**src/rtl/ctrl_pkg.sv**
```systemverilog
// Shared encodings for the multi-cycle main controller: opcodes, FSM states,
// instruction classes and the mux/trap-cause codes driven to the datapath.
package ctrl_pkg;

  localparam logic [6:0] OPC_LOAD   = 7'b0000011;
  localparam logic [6:0] OPC_STORE  = 7'b0100011;
  localparam logic [6:0] OPC_OP     = 7'b0110011;
  localparam logic [6:0] OPC_OP_IMM = 7'b0010011;
  localparam logic [6:0] OPC_BRANCH = 7'b1100011;
  localparam logic [6:0] OPC_JAL    = 7'b1101111;
  localparam logic [6:0] OPC_JALR   = 7'b1100111;
  localparam logic [6:0] OPC_LUI    = 7'b0110111;
  localparam logic [6:0] OPC_AUIPC  = 7'b0010111;

  typedef enum logic [2:0] {
    ST_IDLE,
    ST_FETCH,
    ST_DECODE,
    ST_EXEC,
    ST_MEM,
    ST_WB,
    ST_TRAP
  } state_t;

  typedef enum logic [3:0] {
    CLS_LOAD,
    CLS_STORE,
    CLS_OP,
    CLS_OP_IMM,
    CLS_BRANCH,
    CLS_JAL,
    CLS_JALR,
    CLS_LUI,
    CLS_AUIPC,
    CLS_NONE
  } instr_class_t;

  localparam logic [1:0] WB_ALU  = 2'b00;
  localparam logic [1:0] WB_DMEM = 2'b01;
  localparam logic [1:0] WB_PC4  = 2'b10;
  localparam logic [1:0] WB_IMM  = 2'b11;

  localparam logic [1:0] PC_PLUS4 = 2'b00;
  localparam logic [1:0] PC_IMM   = 2'b01;
  localparam logic [1:0] PC_ALU   = 2'b10;

  localparam logic [1:0] CAUSE_NONE    = 2'b00;
  localparam logic [1:0] CAUSE_ILLEGAL = 2'b01;
  localparam logic [1:0] CAUSE_TIMEOUT = 2'b10;

endpackage

```
**src/rtl/instr_classifier.sv**
```systemverilog
// Combinational RV32I opcode/funct3 classifier; flags encodings the core
// cannot execute so the controller can trap on them.
module instr_classifier
  import ctrl_pkg::*;
(
  input  logic [6:0]   opcode,
  input  logic [2:0]   funct3,
  output instr_class_t cls,
  output logic         legal
);

  always_comb begin
    cls   = CLS_NONE;
    legal = 1'b0;
    case (opcode)
      OPC_LOAD: begin
        cls   = CLS_LOAD;
        legal = (funct3 != 3'd3) && (funct3 < 3'd6);
      end
      OPC_STORE: begin
        cls   = CLS_STORE;
        legal = (funct3 <= 3'd2);
      end
      OPC_OP: begin
        cls   = CLS_OP;
        legal = 1'b1;
      end
      OPC_OP_IMM: begin
        cls   = CLS_OP_IMM;
        legal = 1'b1;
      end
      OPC_BRANCH: begin
        cls   = CLS_BRANCH;
        legal = (funct3 != 3'd2) && (funct3 != 3'd3);
      end
      OPC_JAL: begin
        cls   = CLS_JAL;
        legal = 1'b1;
      end
      OPC_JALR: begin
        cls   = CLS_JALR;
        legal = (funct3 == 3'd0);
      end
      OPC_LUI: begin
        cls   = CLS_LUI;
        legal = 1'b1;
      end
      OPC_AUIPC: begin
        cls   = CLS_AUIPC;
        legal = 1'b1;
      end
      default: begin
        cls   = CLS_NONE;
        legal = 1'b0;
      end
    endcase
  end

endmodule

```
**src/rtl/multicycle_main_controller.sv**
```systemverilog
// Multi-cycle RV32I main controller: FETCH/DECODE/EXEC/MEM/WB sequencing with
// imem/dmem handshakes, Moore datapath controls, sticky trap and retire count.
//   state  | meaning
//   IDLE   | post-reset, controls off
//   FETCH  | imem_req until imem_ack, IR loads
//   DECODE | classify registered instruction
//   EXEC   | ALU operand select, sample branch_taken
//   MEM    | dmem_req until ack or timeout
//   WB     | register write, PC update, retire
//   TRAP   | sticky until reset
module multicycle_main_controller
  import ctrl_pkg::*;
#(
  parameter int MEM_TIMEOUT = 16,
  parameter int RETIRE_W    = 32
) (
  input  logic                clk,
  input  logic                rst_n,
  input  logic [6:0]          opcode,
  input  logic [2:0]          funct3,
  input  logic                branch_taken,
  output logic                imem_req,
  input  logic                imem_ack,
  output logic                dmem_req,
  output logic                dmem_we,
  input  logic                dmem_ack,
  output logic                ir_load,
  output logic                reg_w_en,
  output logic                alu_a_sel,
  output logic                reg_imm_sel,
  output logic [1:0]          wb_sel,
  output logic                pc_en,
  output logic [1:0]          pc_sel,
  output logic                trap,
  output logic [1:0]          trap_cause,
  output logic [RETIRE_W-1:0] retired
);

  localparam int CNT_W = (MEM_TIMEOUT > 0) ? $clog2(MEM_TIMEOUT + 1) : 1;
  // Last non-ack MEM cycle before the count reaches MEM_TIMEOUT.
  localparam logic [CNT_W-1:0] WAIT_LAST = (MEM_TIMEOUT > 0) ? CNT_W'(MEM_TIMEOUT - 1) : '0;

  state_t              state, state_next;
  logic [6:0]          opcode_q;
  logic [2:0]          funct3_q;
  instr_class_t        cls_q, dec_cls;
  logic                dec_legal;
  logic                taken_q;
  logic [CNT_W-1:0]    wait_cnt;
  logic [1:0]          cause_q;
  logic [RETIRE_W-1:0] retired_q;

  instr_classifier u_classifier (
    .opcode (opcode_q),
    .funct3 (funct3_q),
    .cls    (dec_cls),
    .legal  (dec_legal)
  );

  always_ff @(posedge clk or negedge rst_n) begin
    if (!rst_n) state <= ST_IDLE;
    else        state <= state_next;
  end

  always_ff @(posedge clk or negedge rst_n) begin
    if (!rst_n) begin
      opcode_q  <= '0;
      funct3_q  <= '0;
      cls_q     <= CLS_NONE;
      taken_q   <= 1'b0;
      wait_cnt  <= '0;
      cause_q   <= CAUSE_NONE;
      retired_q <= '0;
    end else begin
      if (state == ST_FETCH && imem_ack) begin
        opcode_q <= opcode;
        funct3_q <= funct3;
      end
      if (state == ST_DECODE) cls_q <= dec_cls;
      if (state == ST_EXEC) begin
        taken_q  <= branch_taken;
        wait_cnt <= '0;
      end else if (state == ST_MEM && !dmem_ack && MEM_TIMEOUT != 0) begin
        wait_cnt <= wait_cnt + 1'b1;
      end
      if (state == ST_DECODE && state_next == ST_TRAP) cause_q <= CAUSE_ILLEGAL;
      if (state == ST_MEM && state_next == ST_TRAP)    cause_q <= CAUSE_TIMEOUT;
      if (state == ST_WB) retired_q <= retired_q + 1'b1;
    end
  end

  always_comb begin
    state_next  = state;
    imem_req    = 1'b0;
    dmem_req    = 1'b0;
    dmem_we     = 1'b0;
    ir_load     = 1'b0;
    reg_w_en    = 1'b0;
    alu_a_sel   = 1'b0;
    reg_imm_sel = 1'b0;
    wb_sel      = WB_ALU;
    pc_en       = 1'b0;
    pc_sel      = PC_PLUS4;
    trap        = 1'b0;
    case (state)
      ST_IDLE: state_next = ST_FETCH;
      ST_FETCH: begin
        // IR follows the bus for every FETCH cycle; the ack cycle's word is the last one latched.
        imem_req = 1'b1;
        ir_load  = 1'b1;
        if (imem_ack) state_next = ST_DECODE;
      end
      ST_DECODE: state_next = dec_legal ? ST_EXEC : ST_TRAP;
      ST_EXEC: begin
        reg_imm_sel = (cls_q == CLS_LOAD) || (cls_q == CLS_STORE) ||
                      (cls_q == CLS_OP_IMM) || (cls_q == CLS_JALR);
        alu_a_sel   = (cls_q == CLS_AUIPC);
        state_next  = (cls_q == CLS_LOAD || cls_q == CLS_STORE) ? ST_MEM : ST_WB;
      end
      ST_MEM: begin
        dmem_req = 1'b1;
        dmem_we  = (cls_q == CLS_STORE);
        if (dmem_ack)                                           state_next = ST_WB;
        else if (MEM_TIMEOUT != 0 && wait_cnt == WAIT_LAST)     state_next = ST_TRAP;
      end
      ST_WB: begin
        pc_en    = 1'b1;
        reg_w_en = !(cls_q == CLS_STORE || cls_q == CLS_BRANCH);
        if (cls_q == CLS_LOAD)                            wb_sel = WB_DMEM;
        else if (cls_q == CLS_JAL || cls_q == CLS_JALR)   wb_sel = WB_PC4;
        else if (cls_q == CLS_LUI)                        wb_sel = WB_IMM;
        if (cls_q == CLS_JAL)                             pc_sel = PC_IMM;
        else if (cls_q == CLS_JALR)                       pc_sel = PC_ALU;
        else if (cls_q == CLS_BRANCH && taken_q)          pc_sel = PC_IMM;
        state_next = ST_FETCH;
      end
      ST_TRAP: trap = 1'b1;
      default: state_next = ST_IDLE;
    endcase
  end

  assign trap_cause = cause_q;
  assign retired    = retired_q;

endmodule

```
**config.mk**
```make
export PLATFORM = sky130hd
export DESIGN_NAME = multicycle_main_controller
export DESIGN_NICKNAME = d
export VERILOG_FILES = /design/src/rtl/ctrl_pkg.sv /design/src/rtl/instr_classifier.sv /design/src/rtl/multicycle_main_controller.sv
export SDC_FILE = /design/constraint.sdc
export NUM_CORES = 1
export LEC_CHECK = 0
export ABC_CLOCK_PERIOD_IN_PS = 1900
export CELL_PAD_IN_SITES_DETAIL_PLACEMENT = 0
export CELL_PAD_IN_SITES_GLOBAL_PLACEMENT = 1
export CORE_MARGIN = 2
export CORE_UTILIZATION = 35
export CTS_CLUSTER_DIAMETER = 30
export DETAILED_ROUTE_END_ITERATION = 8
export PLACE_DENSITY = 0.77
export SYNTH_ARGS = -nofsm -noshare
export SYNTH_HDL_FRONTEND = slang
export SYNTH_SLANG_ARGS = --single-unit
```
**constraint.sdc**
```tcl
create_clock -name clk -period 1.9 [get_ports clk]
set_clock_uncertainty 0.05 [all_clocks]
set_input_delay 0.38 -clock clk [delete_from_list [all_inputs] [get_ports clk]]
set_output_delay 0.38 -clock clk [all_outputs]
set_load 0.1 [all_outputs]
```
==> impl_metrics.tcl <==
set metrics [dict create \
    outcome "complete, but fails checks" \
    violations "setup timing" \
    critPathSlowestCell "dfstp_2" \
    grt_max_degree 29 \
    layout_common_cells "50 x buf_12, 44 x nand2_1, 31 x buf_4" \
    setup_violations 9 \
    cts-root-buf "clkbuf_8" \
    place.gp.congestion 0.816 \
    coreArea_mm2 0.00813 \
    synth_edf_count 0 \
    ys_ff_latch 57 \
    synth-async-reset-ratio 1.00 \
    hold_viol 0 \
    rsz0062_at_grt "true" \
    yosys.cell_types.count 46 \
    cts_tree "built" \
    postSynthAreaPerCell_um2 9.40 \
    fin_util 0.599 \
    period_minus_slack_ns 2.05 \
    final_area_mm2 0.00487 \
    drc 0 \
    cp-end-kind "output pin" \
    area_growth_syn_to_layout_pct 67.8 \
    final_nets 428 \
    tightest_slew_ns 0.357 \
    critPathKind "reg -> out" \
    ant_nets 0 \
    port_buffers 61 \
    place_worst_setup_slack_ns 0.0651 \
    pwr-share-clk 0.168 \
    antenna_found_initial 0 \
    drt_iter0_drc 55 \
    arrival_ns 1.62 \
    required_ns 1.47 \
    die_h_um 95.1 \
    fin_setup_tns_ns -0.865 \
    leakagePower_nw 2.07 \
    first_pass_iters 4 \
    start_util 0.357 \
    numCtsBuffers 9 \
    track_usage 0.163 \
    synth-main-ff-cell "dfrtp_1" \
    worst_slack_ns -0.151 \
    p_sw_mw 3.06 \
    layout-drive-gt1-share 0.395 \
    slowest_delay_ns 0.59 \
    max_freq_mhz 488 \
    sw_frac_of_total 0.443 \
    dp_cells 483 \
    p_comb_frac 0.558 \
    holdWs_ns 0.444 \
    peakVddDrop_mv 1.58 \
    grt_pass1_vias 2450 \
    overflow 0 \
    power_density_mw_per_mm2 1420 \
    insertion_delay_ns 0.34 \
    antenna_cells 0 \
    syn_nets 327 \
    htreeDepth 3 \
    max-slew-margin-rel 0.762 \
    avgRoutedWirePerCell_um 13.1 \
    maxCapViolations 0 \
    post-route-period-util 1.08 \
    nFillCells 649 \
    postPlaceCellArea_mm2 0.00440 \
    die_x_um 95.1 \
    dieArea_mm2 0.00904 \
    seqCellArea_mm2 0.00150 \
    yosys_warnings 0 \
    final-max-slew-violation-count 0 \
    numClockSinks 57 \
    ys_seq_area_frac 0.492 \
    ios 62 \
    clkTransAtPathRegs_ns 0.07 \
    wl_mm 6.84 \
    syn_area_mm2 0.00290 \
    num_vias 2558 \
    p_int_mw 3.85 \
    critPathMaxFanout 6 \
    instances_no_fill 520 \
    num_rows 33 \
    crit_path_cell_trace "and3_1 -> nor2_1 -> nor3b_4 -> buf_12" \
    grt_pass1_wl_mm 11.4 \
    hpwlAfterDp_mm 4.92 \
    seq_power_share 0.275 \
    multi_input_comb_area_mm2 0.00153 \
    final_common_cell "buf_12" \
    finalPower_mw 6.91 \
    syn_inst 309 \
    vias_per_cell 4.92 \
    hold_path_class "in -> async" \
    clock_path_buffers 2 \
    critPathLaunchType "register" \
]
## cell type report
type | instances | share of cell area
clock buffer | 13 | 0.0326
multi-input combinational | 228 | 0.314
sequential | 57 | 0.308
timing repair buffer | 103 | 0.299
inverter | 11 | 0.0108
tap | 105 | 0.0270
clock inverter | 3 | 0.00822
## kinds of logic after synthesis
| logic type | after synthesis | share of synthesized area |
|---|---|---|
| DFF | 57 | 0.492 |
| adders and majority gates | 3 | 0.0129 |
| xor gates and xnor gates | 34 | 0.103 |
| and+or+nand+nor | 146 | 0.256 |
| buffers and inverters | 24 | 0.0371 |
| AOI/OAI and AO/OA | 43 | 0.0913 |
| muxes | 2 | 0.00775 |
## path summary, 6_finish.rpt
path	to	startpoint	slack, ns	cells after the start
worst min register to register	taken_q$_DFFE_PN0P_	taken_q$_DFFE_PN0P_	0.46	1
worst max register to register	retired[31]$_DFFE_PN0P_	state[1]$_DFF_PN0_	0.08	7
max in group asynchronous	retired[4]$_DFFE_PN0P_	rst_n	0.78	3
worst max-delay path	wb_sel[0]	cls_q[0]$_DFFE_PN1P_	-0.15	4
min in group clk	taken_q$_DFFE_PN0P_	taken_q$_DFFE_PN0P_	0.46	1
worst min-delay path	retired[15]$_DFFE_PN0P_	rst_n	0.44	2
## repair_timing
| action | in CTS | in global routing |
|---|---|---|
| endpoints found under the hold margin | 12 | 0 |
| pin swaps | 5 | 6 |
| resized for setup | 13 | 13 |
| endpoints found under the setup margin | 12 | 17 |
| hold buffers | 1 | 0 |
| setup buffers | 12 | 8 |
| cloned | 0 | 0 |
## layer usage
metal | vias to the layer above | global-route usage | part of all wire
met5 | - | 0 | 0
met4 | 0 | 0.0688 | 0.019
met3 | 13 | 0.0364 | 0.044
met2 | 67 | 0.265 | 0.49
met1 | 1215 | 0.210 | 0.45
li1 | 1263 | - | -
## flip-flops by register name, summed over array words and instances, names as in the netlist
| register | count |
|---|---|
| cls_q | 4 |
| trap_cause | 2 |
| funct3_q | 3 |
| taken_q | 1 |
| wait_cnt | 5 |
| state | 3 |
| opcode_q | 7 |
| retired | 32 |
## synth_stat cells (2+ instances only)
cell	count	area (um^2)
xnor2_1	27	236
dfstp_2	2	52.6
nand4_1	5	31.3
nor2_1	25	93.8
nand3b_1	3	22.5
nand2_1	45	169
nor3_1	11	55.1
a22o_1	2	17.5
buf_2	2	10.0
ha_1	3	37.5
mux2_2	2	22.5
nor2b_1	2	12.5
nand2b_1	9	56.3
o211ai_1	2	15.0
o21ai_0	11	55.1
and4_1	3	26.3
and2_1	3	18.8
xor2_1	7	61.3
a21oi_1	15	75.1
dfrtp_1	55	1380
a211oi_1	2	15.0
clkbuf_1	8	30.0
nand3_1	19	95.1
o31a_1	2	17.5
buf_4	2	15.0
inv_1	11	41.3
and3_1	12	75.1
## critical path: cells and delay by family (launching register included)
kind          cells  cell delay [ns]
flops             1             0.59
simple gates      3             0.49
buf+inv           1             0.21
## power by group through the flow
stage / clock (mW) / sequential (mW) / combinational, mW
floorplan: 0 / 2.33 / 1.88
global placement: 0 / 1.89 / 3.36
detailed placement: 0 / 1.91 / 3.39
CTS: 1.18 / 1.89 / 3.64
global route: 1.25 / 1.94 / 4.09
finish: 1.16 / 1.90 / 3.86
(Power assumes the default switching activity.)
